`src/rtl/procyon_rom_loader.sv`:
```
// Boot-time ROM-to-memory copy sequencer: reads one ROM word per READ cycle and
// presents it on a valid/ack write port until the destination accepts it.
module procyon_rom_loader #(
  parameter int OPTN_DATA_WIDTH    = 32,
  parameter int OPTN_ROM_DEPTH     = 256,
  parameter int OPTN_ADDR_WIDTH    = 32,
  parameter int OPTN_DST_BASE_ADDR = 0,
  parameter int ROM_IDX_WIDTH      = $clog2(OPTN_ROM_DEPTH),
  parameter int WORD_BYTES         = OPTN_DATA_WIDTH / 8
) (
  input  logic                       clk,
  input  logic                       rst,
  input  logic                       i_start,
  input  logic [ROM_IDX_WIDTH-1:0]   i_src_idx,
  input  logic [ROM_IDX_WIDTH:0]     i_count,
  output logic                       o_busy,
  output logic                       o_done,
  output logic                       o_error,
  output logic [ROM_IDX_WIDTH-1:0]   o_rom_rd_addr,
  input  logic [OPTN_DATA_WIDTH-1:0] i_rom_data_out,
  output logic                       o_wr_en,
  output logic [OPTN_ADDR_WIDTH-1:0] o_wr_addr,
  output logic [OPTN_DATA_WIDTH-1:0] o_wr_data,
  input  logic                       i_wr_ack
);

  // Write handshake: a word is transferred on a rising clk edge where o_wr_en
  // and i_wr_ack are both high; o_wr_addr/o_wr_data stay stable until then.

  localparam logic [1:0] ST_IDLE  = 2'd0;
  localparam logic [1:0] ST_READ  = 2'd1;
  localparam logic [1:0] ST_WRITE = 2'd2;
  localparam logic [1:0] ST_DONE  = 2'd3;

  localparam logic [ROM_IDX_WIDTH+1:0]   DEPTH_EXT = (ROM_IDX_WIDTH+2)'(OPTN_ROM_DEPTH);
  localparam logic [OPTN_ADDR_WIDTH-1:0] DST_BASE  = OPTN_ADDR_WIDTH'(OPTN_DST_BASE_ADDR);
  localparam logic [OPTN_ADDR_WIDTH-1:0] STRIDE    = OPTN_ADDR_WIDTH'(WORD_BYTES);
  localparam logic [ROM_IDX_WIDTH:0]     ONE_WORD  = {{ROM_IDX_WIDTH{1'b0}}, 1'b1};

  logic [1:0]                 state_q, state_d;
  logic [ROM_IDX_WIDTH-1:0]   idx_q, idx_d;
  logic [ROM_IDX_WIDTH-1:0]   rd_addr_q, rd_addr_d;
  logic [ROM_IDX_WIDTH:0]     remaining_q, remaining_d;
  logic [ROM_IDX_WIDTH:0]     offset_q, offset_d;
  logic [OPTN_ADDR_WIDTH-1:0] wr_addr_q, wr_addr_d;
  logic [OPTN_DATA_WIDTH-1:0] wr_data_q, wr_data_d;
  logic                       error_q, error_d;

  // Range check is done two bits wider than the index so src+count cannot wrap.
  logic [ROM_IDX_WIDTH+1:0] cmd_end;
  logic                     cmd_bad;
  assign cmd_end = {2'b00, i_src_idx} + {1'b0, i_count};
  assign cmd_bad = cmd_end > DEPTH_EXT;

  always_comb begin
    state_d     = state_q;
    idx_d       = idx_q;
    rd_addr_d   = rd_addr_q;
    remaining_d = remaining_q;
    offset_d    = offset_q;
    wr_addr_d   = wr_addr_q;
    wr_data_d   = wr_data_q;
    error_d     = 1'b0;
    case (state_q)
      ST_IDLE: begin
        if (i_start) begin
          if (cmd_bad) begin
            error_d = 1'b1;
          end else if (i_count == '0) begin
            state_d = ST_DONE;
          end else begin
            idx_d       = i_src_idx;
            remaining_d = i_count;
            offset_d    = '0;
            state_d     = ST_READ;
          end
        end
      end
      ST_READ: begin
        rd_addr_d = idx_q;
        wr_data_d = i_rom_data_out;
        wr_addr_d = DST_BASE + OPTN_ADDR_WIDTH'(offset_q) * STRIDE;
        state_d   = ST_WRITE;
      end
      ST_WRITE: begin
        if (i_wr_ack) begin
          idx_d       = idx_q + 1'b1;
          offset_d    = offset_q + 1'b1;
          remaining_d = remaining_q - 1'b1;
          state_d     = (remaining_q == ONE_WORD) ? ST_DONE : ST_READ;
        end
      end
      ST_DONE: state_d = ST_IDLE;
      default: state_d = ST_IDLE;
    endcase
  end

  always_ff @(posedge clk or posedge rst) begin
    if (rst) begin
      state_q     <= ST_IDLE;
      idx_q       <= '0;
      rd_addr_q   <= '0;
      remaining_q <= '0;
      offset_q    <= '0;
      wr_addr_q   <= '0;
      wr_data_q   <= '0;
      error_q     <= 1'b0;
    end else begin
      state_q     <= state_d;
      idx_q       <= idx_d;
      rd_addr_q   <= rd_addr_d;
      remaining_q <= remaining_d;
      offset_q    <= offset_d;
      wr_addr_q   <= wr_addr_d;
      wr_data_q   <= wr_data_d;
      error_q     <= error_d;
    end
  end

  // The ROM sees the live index only while reading; otherwise the last read index.
  assign o_rom_rd_addr = (state_q == ST_READ) ? idx_q : rd_addr_q;
  assign o_busy        = (state_q != ST_IDLE);
  assign o_done        = (state_q == ST_DONE);
  assign o_error       = error_q;
  assign o_wr_en       = (state_q == ST_WRITE);
  assign o_wr_addr     = wr_addr_q;
  assign o_wr_data     = wr_data_q;

endmodule

```
`config.mk`:
```
export PLATFORM = sky130hd
export DESIGN_NAME = procyon_rom_loader
export DESIGN_NICKNAME = d
export VERILOG_FILES = /design/src/rtl/procyon_rom_loader.sv
export SDC_FILE = /design/constraint.sdc
export NUM_CORES = 1
export LEC_CHECK = 0
export BUFFER_PORTS_ARGS = -buffer_cell sky130_fd_sc_hd__buf_2
export CORE_MARGIN = 5
export CORE_UTILIZATION = 47
export CTS_BUF_LIST = sky130_fd_sc_hd__clkbuf_16
export DETAILED_ROUTE_END_ITERATION = 7
export PLACE_DENSITY = 0.78
export SYNTH_ARGS = -nofsm -noshare
export SYNTH_HDL_FRONTEND = slang
export SYNTH_SLANG_ARGS = --single-unit
export TNS_END_PERCENT = 10
```
`constraint.sdc`:
```
create_clock -name clk -period 2.45 [get_ports clk]
set_clock_uncertainty 0.15 [all_clocks]
set_input_delay 0.245 -clock clk [delete_from_list [all_inputs] [get_ports clk]]
set_output_delay 0.245 -clock clk [all_outputs]
set_load 0.01 [all_outputs]
```
==> results.md <==
- Mux cell area share after synthesis: 0.146
- Floorplan die area: between 0.01 and 0.015 mm2
- Data required time of the worst path: approximately 2600 ps
- Post-synthesis cell type count: 49
- Area share of and/or/nand/nor cells after synthesis: 0.116
- Die W: between 100 and 150 um
- Clock buffers created by TritonCTS: 9
- Minimum setup slack in the final design: -22.6 ps
- Minimum clock period after layout: 2470 ps
- Total number of vias: ~3700
- Upper clock frequency limit: roughly 400 MHz
- Number of cells in the finished layout apart from fillers: slightly below 700
- Final Net Count: between 600 and 700
- Leakage dissipation: between 2 and 3 nW
- Synthesized instance count: 420
- Max Slew Vio Count: 0
- Post-synthesis share of cell area spent on full adders, half adders and majority gates: 0.0398
- Detailed placer's ending HPWL: between 7 and 8 mm
- Area Growth Syn to Fin: 33.0%
- Total cell area at the placement stage: roughly 0.0051 mm2
- TritonCTS clock tree: yes
- Post-Synth XOR/XNOR Area: 0.00205
- Worst path max stage delay: 400 ps
- Initial antenna violation count: 0
- Final worst-path cycle share: 1.01
- Pin count of the biggest net entering global routing: 47
- CTS H-Tree Depth: 3
- Initial Util: 0.485
- First-pass GRT wire length: ~19 mm
- Overall routing resource usage: 0.208
- Total power draw: 6.31 mW
- Average instance area after synthesis: about 10 um2
- Clock slew at the register clock pins of the worst setup and hold paths: ~70 ps
- Pre-CTS worst setup slack: -354 ps
- Via count of the first global-routing pass: about 3800
- Dominant cell type by area after synthesis: sky130_fd_sc_hd__dfrtp_1
- Final non-filler cell area: about 0.0057 mm2
- Most common cell after layout, fill and taps aside: sky130_fd_sc_hd__buf_2
- Max-capacitance violation count: 0
- Routability congestion estimate: 0.840
- Routed wire length: 11.4 mm
- Number of diodes added for antenna fixing: 0
- Sequential cell area fraction in the yosys report: 0.457
- Area occupied by multi-input gates: roughly 0.0021 mm2
- Type of element capturing the critical path: flop
- Instance count after placement with tap cells included: 653
- Max_slew headroom: 0.524
- Number of clock sinks: 78
- Startpoint kind of the worst setup timing path: input pin
- Critical path peak fanout: 18
- Residual DRC: 0
- Number of warnings issued by yosys: 0
- Layout fillers: 681
- Largest family of logic cells by synthesized area: compound AO/OA/AOI/OAI gates
- Setup repair after global routing missed its margin: yes
- Status: finished with violations
- Failing checks: negative setup slack
- Final setup violation count: 4
- Post-synthesis sequential element count: between 70 and 80
- PortBufs: 105
- Area inside the core boundary: roughly 0.0088 mm2
- Dominant register cell in the synthesized netlist: sky130_fd_sc_hd__dfrtp_1
- Number of top-level design ports: between 100 and 150
- Worst-skew pair later-pin latency: about 330 ps
- Std cell rows: 34
- Highest-count cells in the layout ignoring fill and taps: 105 x sky130_fd_sc_hd__buf_2, 78 x sky130_fd_sc_hd__dfrtp_1, 49 x sky130_fd_sc_hd__mux2_2
- Share of async-settable or async-resettable flops after synthesis: 1.00
- Area contributors post-synth: sky130_fd_sc_hd__dfrtp_1 46%, sky130_fd_sc_hd__mux2_2 13%, sky130_fd_sc_hd__buf_4 4.0%
- Slew at the pin with the worst max-slew slack: slightly above 700 ps
- Total grt overflow: 0
- Critical-path cell with the highest stage delay: sky130_fd_sc_hd__fa_1
- Worst min-delay path class: in2reg
- Endpoint arrival time on the critical path: roughly 2600 ps
- Bufs on Longest Clock Path: 2
- First-pass detailed-route iteration total: 6
- Detailed-route vias per instance: 5.34
- Post-synthesis instance area: between 0.004 and 0.005 mm2
- DR iter-0 viols: 290
- Post-synthesis compound-gate area fraction: 0.154
- Register area: between 0.0015 and 0.002 mm2
- Pwr Density: roughly 1100 mW/mm2
- Maximum resistive drop on vdd: 794 uV
- Root Driver: sky130_fd_sc_hd__clkbuf_16
- Routed wirelength normalized by instance count: 16.4 um
- Hold violation count in the final report: 0
- Share of post-route cells with drive strength above 1: 0.380
- List of cells traversed by the critical path: buf_2 -> ha_1 -> inv_1 -> fa_1 -> nor2b_1 -> o31a_1 -> nor3_1 -> a221oi_2 -> nand4b_4 -> a21boi_4 -> buf_12 -> mux2i_1
- Vertical die dimension: between 100 and 150 um
- Worst setup path class: in2reg
- Count of flip-flops with a built-in enable after synthesis: 0
- Area fraction of the dominant cell type after synthesis: 0.457
- Post-DRT Antenna Nets: 0
==> logic make-up after synthesis <==
group,Yosys count
adder cells (fa/ha/maj),13
flip-flops,78
XOR/XNOR,1
AO/OA/AOI/OAI,98
other,1
buffers and inverters,69
multiplexers,56
AND/OR/NAND/NOR,104
==> registers in the layout (all words and copies together), names as in the netlist <==
| register | cells |
|---|---|
| o_wr_data | 32 |
| o_wr_addr | 9 |
| offset_q | 9 |
| remaining_q | 9 |
| idx_q | 8 |
| rd_addr_q | 8 |
| state_q | 2 |
| o_error | 1 |
==> metal layers <==
layer | share of wire | track usage
met1 | 0.41 | 0.266
met2 | 0.52 | 0.362
met3 | 0.056 | 0.0397
met4 | 0.012 | 0.0562
met5 | 0 | 0
==> power by group <==
| part | leakage, nW | total (mW) | switching [mW] | internal, mW |
|---|---|---|---|---|
| sequential | 0.958 | 2.21 | 0.359 | 1.85 |
| combinational | 1.68 | 2.85 | 1.49 | 1.36 |
| clock | 0.134 | 1.25 | 0.554 | 0.698 |
==> critical path: cells and delay by family <==
kind / cells / cell delay [ps]
adders and majority gates: 2 / 560
and+or+nand+nor: 3 / 440
buffers and inverters: 3 / 330
AOI/OAI and AO/OA: 3 / 790
muxes: 1 / 190
==> repair_timing <==
action	in CTS	in global routing
endpoints found under the setup margin	6	28
resized for setup	2	3
setup buffers	0	0
pin swaps	0	1
hold buffers	25	1
hold endpoints to repair	56	1
==> worst paths after layout <==
path	startpoint	endpoint	slack (ps)	depth (start not counted)
min in group asynchronous	rst	o_wr_data[27]	420	3
hold / removal	i_rom_data_out[22]	o_wr_data[22]	5	2
hold reg to reg	rd_addr_q[4]	rd_addr_q[4]	340	1
setup / recovery	i_src_idx[0]	remaining_q[1]	-20	12
max in group asynchronous	rst	remaining_q[1]	1020	4
setup reg to reg	state_q[1]	remaining_q[7]	310	7
==> per-stage QoR <==
stage | hold slack [ps] | utilization | setup TNS, ps
after detailed placement | 256 | 0.580 | -8770
after CTS | 1.16 | 0.642 | -4.47
after global routing | 1.04 | 0.645 | -1910
after floorplan | 247 | - | -299
after global placement | 237 | 0.580 | -6700
final | 4.60 | 0.645 | -71.6
==> final cells by class <==
| cell class | count | share of cell area |
|---|---|---|
| multi-input combinational | 295 | 0.366 |
| timing repair buffer | 172 | 0.200 |
| sequential | 78 | 0.343 |
| inverter | 26 | 0.0172 |
| tap | 108 | 0.0238 |
| clock inverter | 7 | 0.0101 |
| clock buffer | 9 | 0.0396 |
==> cell usage after synthesis (4+ instances only) <==
cell type / n
sky130_fd_sc_hd__clkbuf_1: 17
sky130_fd_sc_hd__ha_1: 12
sky130_fd_sc_hd__o2bb2ai_1: 11
sky130_fd_sc_hd__mux2_2: 49
sky130_fd_sc_hd__nor3_1: 9
sky130_fd_sc_hd__mux2i_1: 6
sky130_fd_sc_hd__and3_1: 6
sky130_fd_sc_hd__inv_1: 25
sky130_fd_sc_hd__nor2_1: 16
sky130_fd_sc_hd__nand2_1: 42
sky130_fd_sc_hd__buf_4: 23
sky130_fd_sc_hd__dfrtp_1: 78
sky130_fd_sc_hd__nor2b_1: 6
sky130_fd_sc_hd__o31ai_1: 6
sky130_fd_sc_hd__o21ai_0: 27
sky130_fd_sc_hd__a2bb2oi_1: 4
sky130_fd_sc_hd__a21oi_1: 26
sky130_fd_sc_hd__nand3_1: 10
(Power assumes the default switching activity.)
